File: config.mk
export PLATFORM = sky130hd
export DESIGN_NAME = hazard_ctrl
export DESIGN_NICKNAME = d
export VERILOG_FILES = /design/src/rtl/hazard_pkg.sv /design/src/rtl/fwd_sel.sv /design/src/rtl/hazard_ctrl.sv
export SDC_FILE = /design/constraint.sdc
export NUM_CORES = 1
export LEC_CHECK = 0
export ABC_AREA = 0
export ABC_CLOCK_PERIOD_IN_PS = 4100
export BUFFER_PORTS_ARGS = -buffer_cell sky130_fd_sc_hd__buf_2
export CAP_MARGIN = 20
export CORE_AREA = 4 4 42 44
export CTS_BUF_LIST = sky130_fd_sc_hd__clkbuf_16
export CTS_CLUSTER_DIAMETER = 80
export CTS_CLUSTER_SIZE = 25
export DETAILED_ROUTE_END_ITERATION = 7
export DIE_AREA = 0 0 46 48
export HOLD_SLACK_MARGIN = 0.03
export PLACE_DENSITY = 0.83
export SLEW_MARGIN = 20
export SYNTH_ARGS = -nofsm -noshare
export SYNTH_HDL_FRONTEND = slang
export SYNTH_SLANG_ARGS = --single-unit
File: constraint.sdc
create_clock -name clk -period 4.1 [get_ports clk]
set_input_delay 0.82 -clock clk [delete_from_list [all_inputs] [get_ports clk]]
set_output_delay 0.82 -clock clk [all_outputs]
set_load 0.02 [all_outputs]
File: src/rtl/hazard_pkg.sv
`default_nettype none
// ============================================================================
// Module  : hazard_pkg
// Brief   : Shared encodings and types for the WISC hazard/forwarding control.
// Rev     : 1.0  initial release
// ============================================================================
package hazard_pkg;

    // Write-back source select, shared with the decode stage.
    typedef enum logic [1:0] {
        WB_PC  = 2'b00,
        WB_MEM = 2'b01,
        WB_ALU = 2'b10,
        WB_IMM = 2'b11
    } wb_sel_t;

    // Forwarding word: {enable, from_mem, source}. All-zero means register file.
    typedef struct packed {
        logic       en;
        logic       from_mem;
        logic [1:0] src;
    } fw_word_t;

    localparam fw_word_t FW_NONE = '{en: 1'b0, from_mem: 1'b0, src: 2'b00};

    // Slots store the widest supported register index so the type is fixed.
    localparam int SB_REG_MAX = 8;

    typedef struct packed {
        logic                  valid;
        logic [SB_REG_MAX-1:0] rnum;
        logic [1:0]            wb_sel;
    } sb_slot_t;

    typedef enum logic [1:0] {
        ST_RUN    = 2'd0,
        ST_STALL  = 2'd1,
        ST_DRAIN  = 2'd2,
        ST_HALTED = 2'd3
    } state_t;

endpackage
`default_nettype wire

File: src/rtl/fwd_sel.sv
`default_nettype none
// ============================================================================
// Module  : fwd_sel
// Brief   : Per-operand forwarding/interlock decision against the X and M slots.
//           HAZ_FWD_EN selects forwarding; otherwise every match interlocks.
// Rev     : 1.0  initial release
// ============================================================================
module fwd_sel
    import hazard_pkg::*;
#(
    parameter int REG_W = 3
) (
    input  sb_slot_t         x_slot,
    input  sb_slot_t         m_slot,
    input  logic [REG_W-1:0] src,
    input  logic             rd_en,
    output logic [3:0]       fw_word,
    output logic             hit
);

    logic     x_match;
    logic     m_match;
    fw_word_t word;

    assign x_match = rd_en && x_slot.valid && (x_slot.rnum == SB_REG_MAX'(src));
    assign m_match = rd_en && m_slot.valid && (m_slot.rnum == SB_REG_MAX'(src));

`ifdef HAZ_FWD_EN
    // The younger producer (X) holds the newest value, so it wins.
    always_comb begin
        word = FW_NONE;
        if (x_match) begin
            word = '{en: 1'b1, from_mem: 1'b0, src: x_slot.wb_sel};
        end else if (m_match) begin
            word = '{en: 1'b1, from_mem: 1'b1, src: m_slot.wb_sel};
        end
    end

    assign hit = x_match && (x_slot.wb_sel == WB_MEM);
`else
    logic unused_wb;

    assign word      = FW_NONE;
    assign hit       = x_match || m_match;
    assign unused_wb = ^{x_slot.wb_sel, m_slot.wb_sel};
`endif

    assign fw_word = word;

endmodule
`default_nettype wire

File: src/rtl/hazard_ctrl.sv
`default_nettype none
// ============================================================================
// Module  : hazard_ctrl
// Brief   : Hazard/forwarding controller for the 5-stage WISC pipeline.
//           Macro HAZ_FWD_EN enables operand forwarding (else full interlock).
// Rev     : 1.0  initial release
// ============================================================================
module hazard_ctrl
    import hazard_pkg::*;
#(
    parameter int REG_W = 3
) (
    input  logic             clk,
    input  logic             rst,
    input  logic             id_valid,
    input  logic             id_rs_rd,
    input  logic [REG_W-1:0] id_rs,
    input  logic             id_rt_rd,
    input  logic [REG_W-1:0] id_rt,
    input  logic             id_wr_en,
    input  logic [REG_W-1:0] id_wr_reg,
    input  logic [1:0]       id_wb_sel,
    input  logic             id_halt,
    input  logic             ex_redirect,
    output logic [3:0]       fw_cntrl_a,
    output logic [3:0]       fw_cntrl_b,
    output logic             stall_fd,
    output logic             flush_fd,
    output logic             bubble_x,
    output logic             halt_ok
);

    sb_slot_t   x_q, x_d, m_q, m_d;
    state_t     state_q, state_d;
    logic [3:0] fw_a_q, fw_a_d, fw_b_q, fw_b_d;
    logic [3:0] word_a, word_b;
    logic       hit_a, hit_b, hazard, advance;

    fwd_sel #(.REG_W(REG_W)) u_fwd_a (
        .x_slot  (x_q),
        .m_slot  (m_q),
        .src     (id_rs),
        .rd_en   (id_valid && id_rs_rd),
        .fw_word (word_a),
        .hit     (hit_a)
    );

    fwd_sel #(.REG_W(REG_W)) u_fwd_b (
        .x_slot  (x_q),
        .m_slot  (m_q),
        .src     (id_rt),
        .rd_en   (id_valid && id_rt_rd),
        .fw_word (word_b),
        .hit     (hit_b)
    );

    assign hazard = hit_a || hit_b;

    // STALL behaves like RUN: the bubble it inserted is the one-cycle wait.
    always_comb begin
        state_d  = state_q;
        stall_fd = 1'b0;
        flush_fd = 1'b0;
        bubble_x = 1'b0;
        case (state_q)
            ST_RUN, ST_STALL: begin
                if (ex_redirect) begin
                    flush_fd = 1'b1;
                    bubble_x = 1'b1;
                    state_d  = ST_RUN;
                end else if (hazard) begin
                    stall_fd = 1'b1;
                    bubble_x = 1'b1;
                    state_d  = ST_STALL;
                end else if (id_valid && id_halt) begin
                    state_d  = ST_DRAIN;
                end else begin
                    state_d  = ST_RUN;
                end
            end
            ST_DRAIN: begin
                if (ex_redirect) begin
                    flush_fd = 1'b1;
                    bubble_x = 1'b1;
                    state_d  = ST_RUN;
                end else begin
                    stall_fd = 1'b1;
                    bubble_x = 1'b1;
                    if (!x_q.valid && !m_q.valid) begin
                        state_d = ST_HALTED;
                    end
                end
            end
            ST_HALTED: begin
                stall_fd = 1'b1;
                bubble_x = 1'b1;
            end
            default: state_d = ST_RUN;
        endcase
    end

    always_comb begin
        advance = !stall_fd && !bubble_x;
        m_d     = x_q;
        x_d     = '0;
        fw_a_d  = 4'b0000;
        fw_b_d  = 4'b0000;
        if (advance) begin
            fw_a_d = word_a;
            fw_b_d = word_b;
            if (id_valid && id_wr_en) begin
                x_d = '{valid: 1'b1, rnum: SB_REG_MAX'(id_wr_reg), wb_sel: id_wb_sel};
            end
        end
    end

    always_ff @(posedge clk or posedge rst) begin
        if (rst) begin
            state_q <= ST_RUN;
            x_q     <= '0;
            m_q     <= '0;
            fw_a_q  <= 4'b0000;
            fw_b_q  <= 4'b0000;
        end else begin
            state_q <= state_d;
            x_q     <= x_d;
            m_q     <= m_d;
            fw_a_q  <= fw_a_d;
            fw_b_q  <= fw_b_d;
        end
    end

    assign fw_cntrl_a = fw_a_q;
    assign fw_cntrl_b = fw_b_q;
    assign halt_ok    = (state_q == ST_HALTED);

endmodule
`default_nettype wire

Word level (Yosys, flattened, before mapping)
Index checks and enable logic that the tools add are counted.
W data, S select, Z words.
- logic and storage cells: 56
- bits in registers: 20
- equal/unequal tests: 8
- reductions and logical operators: 27
- multiplexer cells: 16
- operators with widths (kind ; number):
    $eq A8 B3 Y1 ; 4
    $mux W11 ; 2
    $logic_and A1 B1 Y1 ; 14
    $mux W2 ; 5
    $mux W1 ; 6
    $eq A2 B2 Y1 const B ; 2
    $logic_not A1 Y1 ; 4
    $pmux W2 S2 ; 1
    $reduce_or A2 Y1 ; 2
    $logic_or A1 B1 Y1 ; 3
    $ne A3 B3 Y1 const B ; 1
    $pmux W1 S3 ; 1
    $reduce_or A3 Y1 ; 1
    $eq A2 B1 Y1 const B ; 1
    $logic_not A2 Y1 ; 1
    $pmux W1 S2 ; 1
    $reduce_and A2 Y1 ; 1
    $reduce_bool A2 Y1 ; 1

Logic depth before layout (Yosys ltp)
Gate-level depths: netlist of the first run.
- word-level depth: 11
- mapped depth: 5
- depth with buffers taken out: 5

Hierarchy
A second synthesis of the first run with hierarchy kept.
- cells, all modules: 92
- area total of the unflattened synthesis: 1041.0 um^2
- modules (own cells, without submodules) (module ; instances ; seq. area each (um^2) ; cells each ; area an instance (um^2)):
    hazard_ctrl ; 1 ; 550.5 ; 54 ; 765.7
    fwd_sel ; 2 ; 0.0 ; 19 ; 137.6

Worst setup path before layout of the first run
No wires, ideal clock.
- kind: in2out
- from: input port id_rs[1]
- to: output port bubble_x
- arrival: 1.654 ns
- required time: 3.280 ns
- stages on the path: 5
- path buffers: 0
- path slack: 1.626 ns
- cells stage by stage: xnor2_1 nand4_2 nand2_2 a311oi_4 nand2_1
- longest elaborated chain between the ends: 7
- elaborated cells between the ends (all ways): 9
- those cells by class: 2 x eq/ne; 3 x mux; 4 x reduce/logical
- ends and longest elaborated chain (item ; line ; text):
    start: declaration ; hazard_ctrl.sv:17 ; input logic [REG_W-1:0] id_rs,
    $eq A8 B3 Y1, on equally long branches ; fwd_sel.sv:25, fwd_sel.sv:26 ;
    $logic_and A1 B1 Y1, on equally long branches ; fwd_sel.sv:25, fwd_sel.sv:26 ;
    $logic_or A1 B1 Y1 (*) ; fwd_sel.sv:44 ; assign hit = x_match || m_match;
    $logic_or A1 B1 Y1 (*) ; hazard_ctrl.sv:57 ; assign hazard = hit_a || hit_b;
    $mux W1 (*) ; hazard_ctrl.sv:71 ; end else if (hazard) begin
    $mux W1 (*) ; hazard_ctrl.sv:67 ; if (ex_redirect) begin
    $pmux W1 S2 (*) ; hazard_ctrl.sv:65 ; case (state_q)
    end: declaration ; hazard_ctrl.sv:29 ; output logic bubble_x,
Mark *: on every way between the ends. The rest lies on a longest branch, timed or not.

Worst setup path in the final report of the first run
Ends and elaborated chain as after synthesis.

==> results.md, run 1 <==
- Vias in the first global route: 407
- # resized after CTS: 0
- HP Class: reg -> reg
- Hpwl dp: 959 um
- Ys flop type: dfrtp_1
- Static Leak: 0.376 nW
- Drt initial violations: 2
- Final Setup Violations: 0
- Sequential element share of the synthesized area: 0.413
- YS warnings: 0
- Final hold violation count: 0
- CP Max Fanout: 7
- CP top delay family: compound AO/OA/AOI/OAI gates
- CTS Hold Bufs: 0
- Fin crit period: 2760 ps
- DR vias: 479
- First-pass GRT wire length: 1.77 mm
- Mapped Area: 606 um2
- Register clock-pin slew on the reported worst setup and hold paths: 40 ps
- Outcome: finished, final reports clean
- R2R Setup Slk: 2600 ps
- Post-DRT Antenna Nets: 0
- Worst path slowest cell: a311oi_4
- Initial DRT Pass Iterations: 4
- Util after Layout: 0.537
- Worst reg2reg path depth: 5
- #FFs+latches synth: 10
- Chip height: 48 um
- Via density: 4.99
- Worst Min Path Start: m_d[2]
- Final WL: 1.19 mm
- Number of synthesized flops with an enable pin: 0
- Worst slack at placement: 1360 ps
- Average wire per standard cell: 12.4 um
- Htree depth: 1
- Seq. cell area: 250 um2
- Setup TNS: 0 ps
- Share of layout cells above drive strength 1: 0.363
- Worst IR Drop VDD: 0.233 mV
- Placed cell count: 92
- Number of remaining DRC errors: 0
- Fin Clk Skew: 0.627 ps
- # IOs: 31
- IO Port Bufs: 20
- Post-Syn Instances: 57
- Total power: 0.325 mW
- Post-CTS Setup Inserts: 0
- Netlist cell types: 20
- Largest net degree at the start of global routing: 11
- Hold depth: 0
- Async set-reset flop share out of synthesis: 1.00
- Core ar.: 0.00144 mm2
- Die area: 0.00221 mm2
- Total gr overflow: 0
- Post-synthesis average cell area: 10.6 um2
- Fin crit share: 0.672
- TritonCTS buffer count: 3
- Placer Congestion: 0.762
- RR Startpoint: m_d[3]
- Layout Nets: 100
- Die width: 46 um
- Initial antenna violation count: 0
- Rows: 14
- FILL cells: 146
- Pwr Density: 422 mW/mm2
- CP peak stage delay: 420 ps
- Max-cap violations: 0
- Gr usage total: 0.120
- Worst setup EP type: primary output
- Most frequent CP cell: buf_2
- Skew-Pair Late Insertion Delay: 230 ps
- Worst EP required: 3280 ps
- Arr. time, crit path: 1940 ps
- Crit path cell chain: buf_2, xnor2_1, nand4_2, nand2_2, a311oi_4, nand2_1, buf_2
- CP Launch Type: primary input
- Final worst slack: 1340 ps
- RSZ-0062 raised after global routing: no
- R2R Path End: m_d[2]
- Crit Path Class: in -> out
- P&R area growth vs syn: 27.3%
- Clock buffer depth: 2
- FMAX: 363 MHz
- Clock tree root driver cell: clkbuf_16
- Number of diodes: 0
- Post-Layout Cell Count: 96
- CTS tree: yes
- Starting density of the core: 0.422
- WHS Endpoint: m_q[2]
- Critical path buffer and inverter count: 2
- Slew Limit Fails: 0
- # clock sinks: 10
- Area occupied by multi-input gates: 314 um2
[metrics by stage]
step | instance area (um2) | hold slack, ps
after floorplan | 632 | 410
after global placement | 692 | 425
after detailed placement | 692 | 437
after CTS | 771 | 446
after global routing | 771 | 460
final | 771 | 446
[sequential cells by signal, summed over array words and instances, names as in the netlist]
signal	flops
m_q	4
m_d	4
state_q	2
[worst max-delay path by stage]
stage	startpoint	to	slack, ps	cells past startpoint
6_report	id_rs[1]	bubble_x	1340	7
5_1_grt	id_rt[1]	bubble_x	1240	7
4_1_cts	id_rs[1]	bubble_x	1340	7
3_5_place_dp	id_rs[1]	bubble_x	1360	7
3_3_place_gp	id_rs[1]	bubble_x	1380	7
2_1_floorplan	id_rs[1]	bubble_x	1630	5
[placed cells by master, fill, tap and decap left out]
master,instances
a211oi_1,1
a21oi_2,1
a311oi_4,1
and2_1,1
and3_1,1
and3_2,1
and4_1,3
buf_2,20
clkbuf_16,3
clkinv_1,1
conb_1,8
dfrtp_1,10
inv_1,2
nand2_1,3
nand2_2,1
nand4_1,2
nand4_2,2
nor2_1,4
nor2b_1,1
o21ai_0,1
o41ai_1,1
xnor2_1,12
[where the power goes]
group	leakage, nW	internal [mW]	switching (mW)
combinational	0.201	0.0181	0.0272
sequential	0.136	0.103	0.00507
clock	0.0385	0.128	0.0438
total	0.376	0.249	0.0760
[routing by layer]
| metal | up-vias | track usage | routed length [um] |
|---|---|---|---|
| met2 | 25 | 0.187 | 565 |
| met1 | 227 | 0.148 | 482 |
| met3 | 3 | 0.0451 | 127 |
| met4 | 0 | 0.0511 | 17 |
| met5 | - | 0 | 0 |
| li1 | 224 | - | - |
[area by class of cell]
type	count	area share
clock buffers	3	0.0974
inverters	2	0.00974
multi-input cells	44	0.407
flip-flops and latches	10	0.325
repair buffers	20	0.130
well taps	16	0.0260
clock inverters	1	0.00487
[cells in the mapped netlist, drive strengths merged (2+ instances only)]
master	number	area, um2
xnor2	12	105
nand4	4	37.5
dfrtp	10	250
inv	2	7.51
and4	3	26.3
nand2	4	17.5
buf	8	60.1
nor2	4	15.0
and3	2	13.8
[cells by family (layout without fill, tap and decap cells)]
logic type | Yosys count | after routing | synth area share
AND/OR/NAND/NOR | 19 | 19 | 0.202
flip-flops | 10 | 10 | 0.413
buffers and inverters | 10 | 26 | 0.112
other | 1 | 8 | 0.00619
XOR/XNOR | 12 | 12 | 0.174
AO/OA/AOI/OAI | 5 | 5 | 0.0930
No activity file was read; power rests on OpenSTA's default activity.
==> inputs of run 2 (changes only) <==
- ABC_CLOCK_PERIOD_IN_PS: 4100 -> 2700
- CORE_AREA: 4 4 42 44 -> 4 4 43 45
- DIE_AREA: 0 0 46 48 -> 0 0 47 49
- PLACE_DENSITY: 0.83 -> 0.8
- clock period: 4.1 -> 2.7 ns (I/O delays scaled with it)
==> results.md, run 2 (synthesis gave the netlist of run 1 again) <==
- Outcome: finished, final reports clean
- Area occupied by multi-input gates: 314 um2 (unchanged)
- Most common cell after layout, fill and taps aside: buf_2
- Initial antenna violation count: 0 (unchanged)
- Gr usage total: 0.109 (-0.0105)
- HP Class: in -> async
- Share of layout cells above drive strength 1: 0.363 (unchanged)
- # IOs: 31 (unchanged)
- Register clock-pin slew on the reported worst setup and hold paths: 40 ps (about the same)
- Skew-Pair Late Insertion Delay: 230 ps (about the same)
- Setup TNS: 0 ps (unchanged)
- Hpwl dp: 938 um (-2.2%)
- Most frequent cells in the layout: buf_2, xnor2_1, dfrtp_1
- CTS tree: yes
- Fin crit share: 0.815
- Average wire per standard cell: 11.2 um (-9.6%)
- Placed cell count: 92 (unchanged)
- Final Setup Violations: 0 (unchanged)
- Number of remaining DRC errors: 0 (unchanged)
- Via density: 4.65 (-6.9%)
- Initial DRT Pass Iterations: 4 (unchanged)
- Seq. cell area: 250 um2 (unchanged)
- P&R area growth vs syn: 27.3% (unchanged)
- Final WL: 1.08 mm (-9.6%)
- Crit Path Class: in -> out
- FILL cells: 134 (-8.2%)
- CP Max Fanout: 7 (unchanged)
- Worst IR Drop VDD: 0.426 mV (+83%)
- Util after Layout: 0.524 (-0.0128)
- Static Leak: 0.376 nW (unchanged)
- Starting density of the core: 0.412 (-0.0100)
- Layout Nets: 100 (unchanged)
- Total gr overflow: 0 (unchanged)
- Number of diodes: 0 (unchanged)
- Htree depth: 1 (unchanged)
- Arr. time, crit path: 1660 ps (-280 ps)
- # clock sinks: 10 (unchanged)
- Die area: 0.00230 mm2 (+4.3%)
- Placer Congestion: 0.788 (+3.4%)
- IO Port Bufs: 20 (unchanged)
- CTS Hold Bufs: 0 (unchanged)
- TritonCTS buffer count: 3 (unchanged)
- Post-CTS Setup Inserts: 0 (unchanged)
- FMAX: 455 MHz
- Chip height: 49 um (+2.1%)
- Largest net degree at the start of global routing: 11 (unchanged)
- Worst EP required: 2160 ps (-1120 ps)
- Clock tree root driver cell: clkbuf_16
- Rows: 14 (unchanged)
- Fin crit period: 2200 ps
- Post-Layout Cell Count: 96 (unchanged)
- Drt initial violations: 3 (+1)
- Fin Clk Skew: 1.23 ps (+0.608 ps)
- Core ar.: 0.00147 mm2 (+2.4%)
- Vias in the first global route: 441 (+8.4%)
- Pwr Density: 631 mW/mm2 (+49%)
- Slew Limit Fails: 0 (unchanged)
- Clock buffer depth: 2 (unchanged)
- Final hold violation count: 0 (unchanged)
- Die width: 47 um (+2.2%)
- # resized after CTS: 0 (unchanged)
- Max-cap violations: 0 (unchanged)
- DR vias: 446 (-6.9%)
- CP Launch Type: primary input
- RSZ-0062 raised after global routing: no
- Worst setup EP type: primary output
- First-pass GRT wire length: 1.81 mm (+2.3%)
- Post-DRT Antenna Nets: 0 (unchanged)
run 2: cell counts in the layout (fill, tap and decap cells not counted):
No cell type changed its count.
run 2: layout make-up:
class / instances / area share
Clock buffer: 3 / 0.0974
Clock inverter: 1 / 0.00487
Inverter: 2 / 0.00974
Multi-Input combinational cell: 44 / 0.407
Sequential cell: 10 / 0.325
Tap cell: 16 / 0.0260
Timing Repair Buffer: 20 / 0.130
run 2: per-stage QoR:
step / total power, mW / instance area [um2] / hold WS [ps] / setup slack [ps]
global placement: 0.233 / 692 / 425 / 538
global route: 0.506 / 771 / 302 / 411
finish: 0.486 / 771 / 263 / 500
floorplan: 0.218 / 632 / 380 / 786
CTS: 0.493 / 771 / 270 / 488
detailed placement: 0.236 / 692 / 434 / 498
run 2: per-layer routing:
layer,wire [um],vias to the layer above,global-route usage
li1,-,224,-
met1,450,199,0.136
met2,489,21,0.172
met3,115,2,0.0221
met4,21,0,0.0553
met5,0,-,0
run 2: worst max-delay path, cell delays in order:
cell and delay (ps):
buf_2 120, xnor2_1 150, nand4_2 110, nand2_2 70, a311oi_4 420, nand2_1 90
buf_2 160
run 2: power by group:
group | leakage, nW | internal [mW] | switching [mW]
clock network | 0.0385 | 0.193 | 0.0597
logic | 0.201 | 0.0275 | 0.0413
registers | 0.136 | 0.157 | 0.00727
total | 0.376 | 0.378 | 0.108
run 2: path summary, 6_finish.rpt:
path                            startpoint          to  slack [ps]  cells past startpoint
worst max-delay path              id_rs[1]    bubble_x         500                      7
min in group clk                    m_d[4]      m_q[4]         440                      0
worst min-delay path                   rst      m_d[4]         260                      2
max in group asynchronous              rst  state_q[0]        2190                      2
worst min register to register      m_d[4]      m_q[4]         440                      0
worst max register to register      m_d[3]      m_d[4]        1220                      5
==> inputs of run 3 (changes only) <==
- ABC_CLOCK_PERIOD_IN_PS: 2700 -> 1800
- CORE_AREA: 4 4 43 45 -> 4 4 45 47
- DIE_AREA: 0 0 47 49 -> 0 0 49 51
- PLACE_DENSITY: 0.8 -> 0.77
- clock period: 2.7 -> 1.8 ns (I/O delays scaled with it)
==> results.md, run 3 (synthesis gave the netlist of run 1 again) <==
- Final hold violation count: 0 (unchanged)
- Sequential Power Share: 0.332 (-0.006)
- Outcome: complete, but fails checks
- Total power: 0.744 mW (+53%)
- R2R Setup Slk: 330 ps (-890 ps)
- Chip height: 51 um (+4.1%)
- Final WL: 1.11 mm (+3.2%)
- Sw Pwr: 0.168 mW (+55%)
- Clock share of power: 0.514 (-0.006)
- DR vias: 464 (+4.0%)
- Number of diodes: 0 (unchanged)
- Final worst slack: -65.2 ps (-565 ps)
- Die width: 49 um (+4.3%)
- Area occupied by multi-input gates: 329 um2 (+4.8%)
- Worst IR Drop VDD: 0.598 mV (+40%)
- Skew-Pair Late Insertion Delay: 230 ps (about the same)
- P&R area growth vs syn: 34.1%
- Static Leak: 0.396 nW (+5.3%)
- Seq. cell area: 251 um2 (+0.50%)
- FILL cells: 151 (+13%)
- Layout Nets: 102 (+2.0%)
- Int Power: 0.577 mW (+53%)
- Util after Layout: 0.492 (-0.0321)
- RR Startpoint: m_d[2]
- RSZ-0062 raised after global routing: yes
- # clock sinks: 10 (unchanged)
- Share of layout cells above drive strength 1: 0.415 (+0.0521)
- Crit Path Class: reg -> out
- Worst EP required: 1440 ps (-720 ps)
- Initial DRT Pass Iterations: 2 (-2)
- Final Setup Violations: 2 (+2)
- TritonCTS buffer count: 3 (unchanged)
- Die area: 0.00250 mm2 (+8.5%)
- Vias in the first global route: 447 (+1.4%)
- Drt initial violations: 3 (unchanged)
- Core ar.: 0.00165 mm2 (+12%)
- HP Class: in -> async
- Starting density of the core: 0.367 (-0.0449)
- Via density: 4.69 (+0.88%)
- Register clock-pin slew on the reported worst setup and hold paths: 40 ps (about the same)
- Arr. time, crit path: 1510 ps (-150 ps)
- Sw frac: 0.225 (+0.00254)
- Gr usage total: 0.101 (-0.00807)
- Fin Clk Skew: 1.91 ps (+0.675 ps)
- Failing checks: setup timing
- Worst reg2reg path depth: 6 (+1)
- Largest net degree at the start of global routing: 11 (unchanged)
- Slew Limit Fails: 0 (unchanged)
- IO Port Bufs: 20 (unchanged)
- Htree depth: 1 (unchanged)
- Most common cell after layout, fill and taps aside: buf_2
- Fin crit period: 1870 ps
- Number of remaining DRC errors: 0 (unchanged)
- Placer Congestion: 0.749 (-4.9%)
- Average wire per standard cell: 11.2 um (about the same)
- Initial antenna violation count: 0 (unchanged)
- Rows: 15 (+1)
- # IOs: 31 (unchanged)
- CP Max Fanout: 3 (-4)
- First-pass GRT wire length: 1.86 mm (+3.1%)
- CTS tree: yes
- WHS: 88.0 ps (-175 ps)
- Pwr Density: 916 mW/mm2 (+45%)
- Worst setup EP type: primary output
- Clock tree root driver cell: clkbuf_16
- Total gr overflow: 0 (unchanged)
- Clock buffer depth: 2 (unchanged)
- Fin crit share: 1.04
- Hpwl dp: 980 um (+4.5%)
- Most frequent cells in the layout: buf_2, xnor2_1, dfrtp_1
- Post-DRT Antenna Nets: 0 (unchanged)
- Max-cap violations: 0 (unchanged)
- CP Launch Type: register
- R2R Path End: m_d[3]
- FMAX: 536 MHz
- Combinational share of power: 0.154 (+0.012)
-- run 3: cell types whose count changed in the layout (fill, tap and decap cells not counted) --
cell | before | now
buf_4 | 0 | 3
buf_2 | 20 | 18
xnor2_1 | 12 | 10
xnor2_2 | 0 | 2
buf_6 | 0 | 1
dfrtp_1 | 10 | 9
dfrtp_2 | 0 | 1
-- run 3: through the flow --
stage,instances,setup TNS (ps),worst slack (ps),instance area [um2]
after detailed placement,94,0,70.0,701
after CTS,98,-225,-121,779
after global placement,94,0,80.2,701
after floorplan,64,0,196,632
after global routing,99,-298,-159,812
final,99,-118,-65.2,812
-- run 3: worst max path at each step --
| stage | start | to | slack [ps] | cells after the start |
|---|---|---|---|---|
| final | m_d[2] | bubble_x | -70 | 6 |
| after global routing | m_d[3] | stall_fd | -160 | 6 |
| after CTS | m_d[2] | bubble_x | -120 | 6 |
| after detailed placement | id_rs[0] | bubble_x | 70 | 7 |
| after global placement | id_rs[1] | bubble_x | 80 | 7 |
| after floorplan | m_d[3] | bubble_x | 200 | 5 |
-- run 3: per-layer routing --
layer / wire, um / global-route usage / share of wire
met1: 422 / 0.0944 / 0.38
met2: 548 / 0.170 / 0.49
met3: 103 / 0.0350 / 0.093
met4: 36 / 0.0987 / 0.032
met5: 0 / 0 / 0
-- run 3: what timing repair did --
action                                  CTS  global route
setup buffers                             0             1
endpoints found under the setup margin    2             2
resized for setup                         0             6
hold buffers                              0             0
pin swaps                                 1             7
-- run 3: cell type report --
| class | instances | area share |
|---|---|---|
| Inverter | 2 | 0.00924 |
| Multi-Input combinational cell | 44 | 0.405 |
| Timing Repair Buffer | 22 | 0.153 |
| Tap cell | 17 | 0.0262 |
| Clock inverter | 1 | 0.00462 |
| Clock buffer | 3 | 0.0924 |
| Sequential cell | 10 | 0.310 |
-- run 3: power by group through the flow --
stage / sequential [mW] / clock (mW) / combinational, mW
after floorplan: 0.247 / 0 / 0.0802
after global placement: 0.249 / 0 / 0.105
after detailed placement: 0.250 / 0 / 0.107
after CTS: 0.247 / 0.392 / 0.109
after global routing: 0.249 / 0.408 / 0.126
final: 0.247 / 0.383 / 0.115
-- run 3: worst max-delay path, cell delays in order, from the launching register on --
cell,delay (ps)
dfrtp_2,440
xnor2_2,150
nand4_1,90
a21oi_2,90
a311oi_4,270
nand2_1,110
buf_6,150
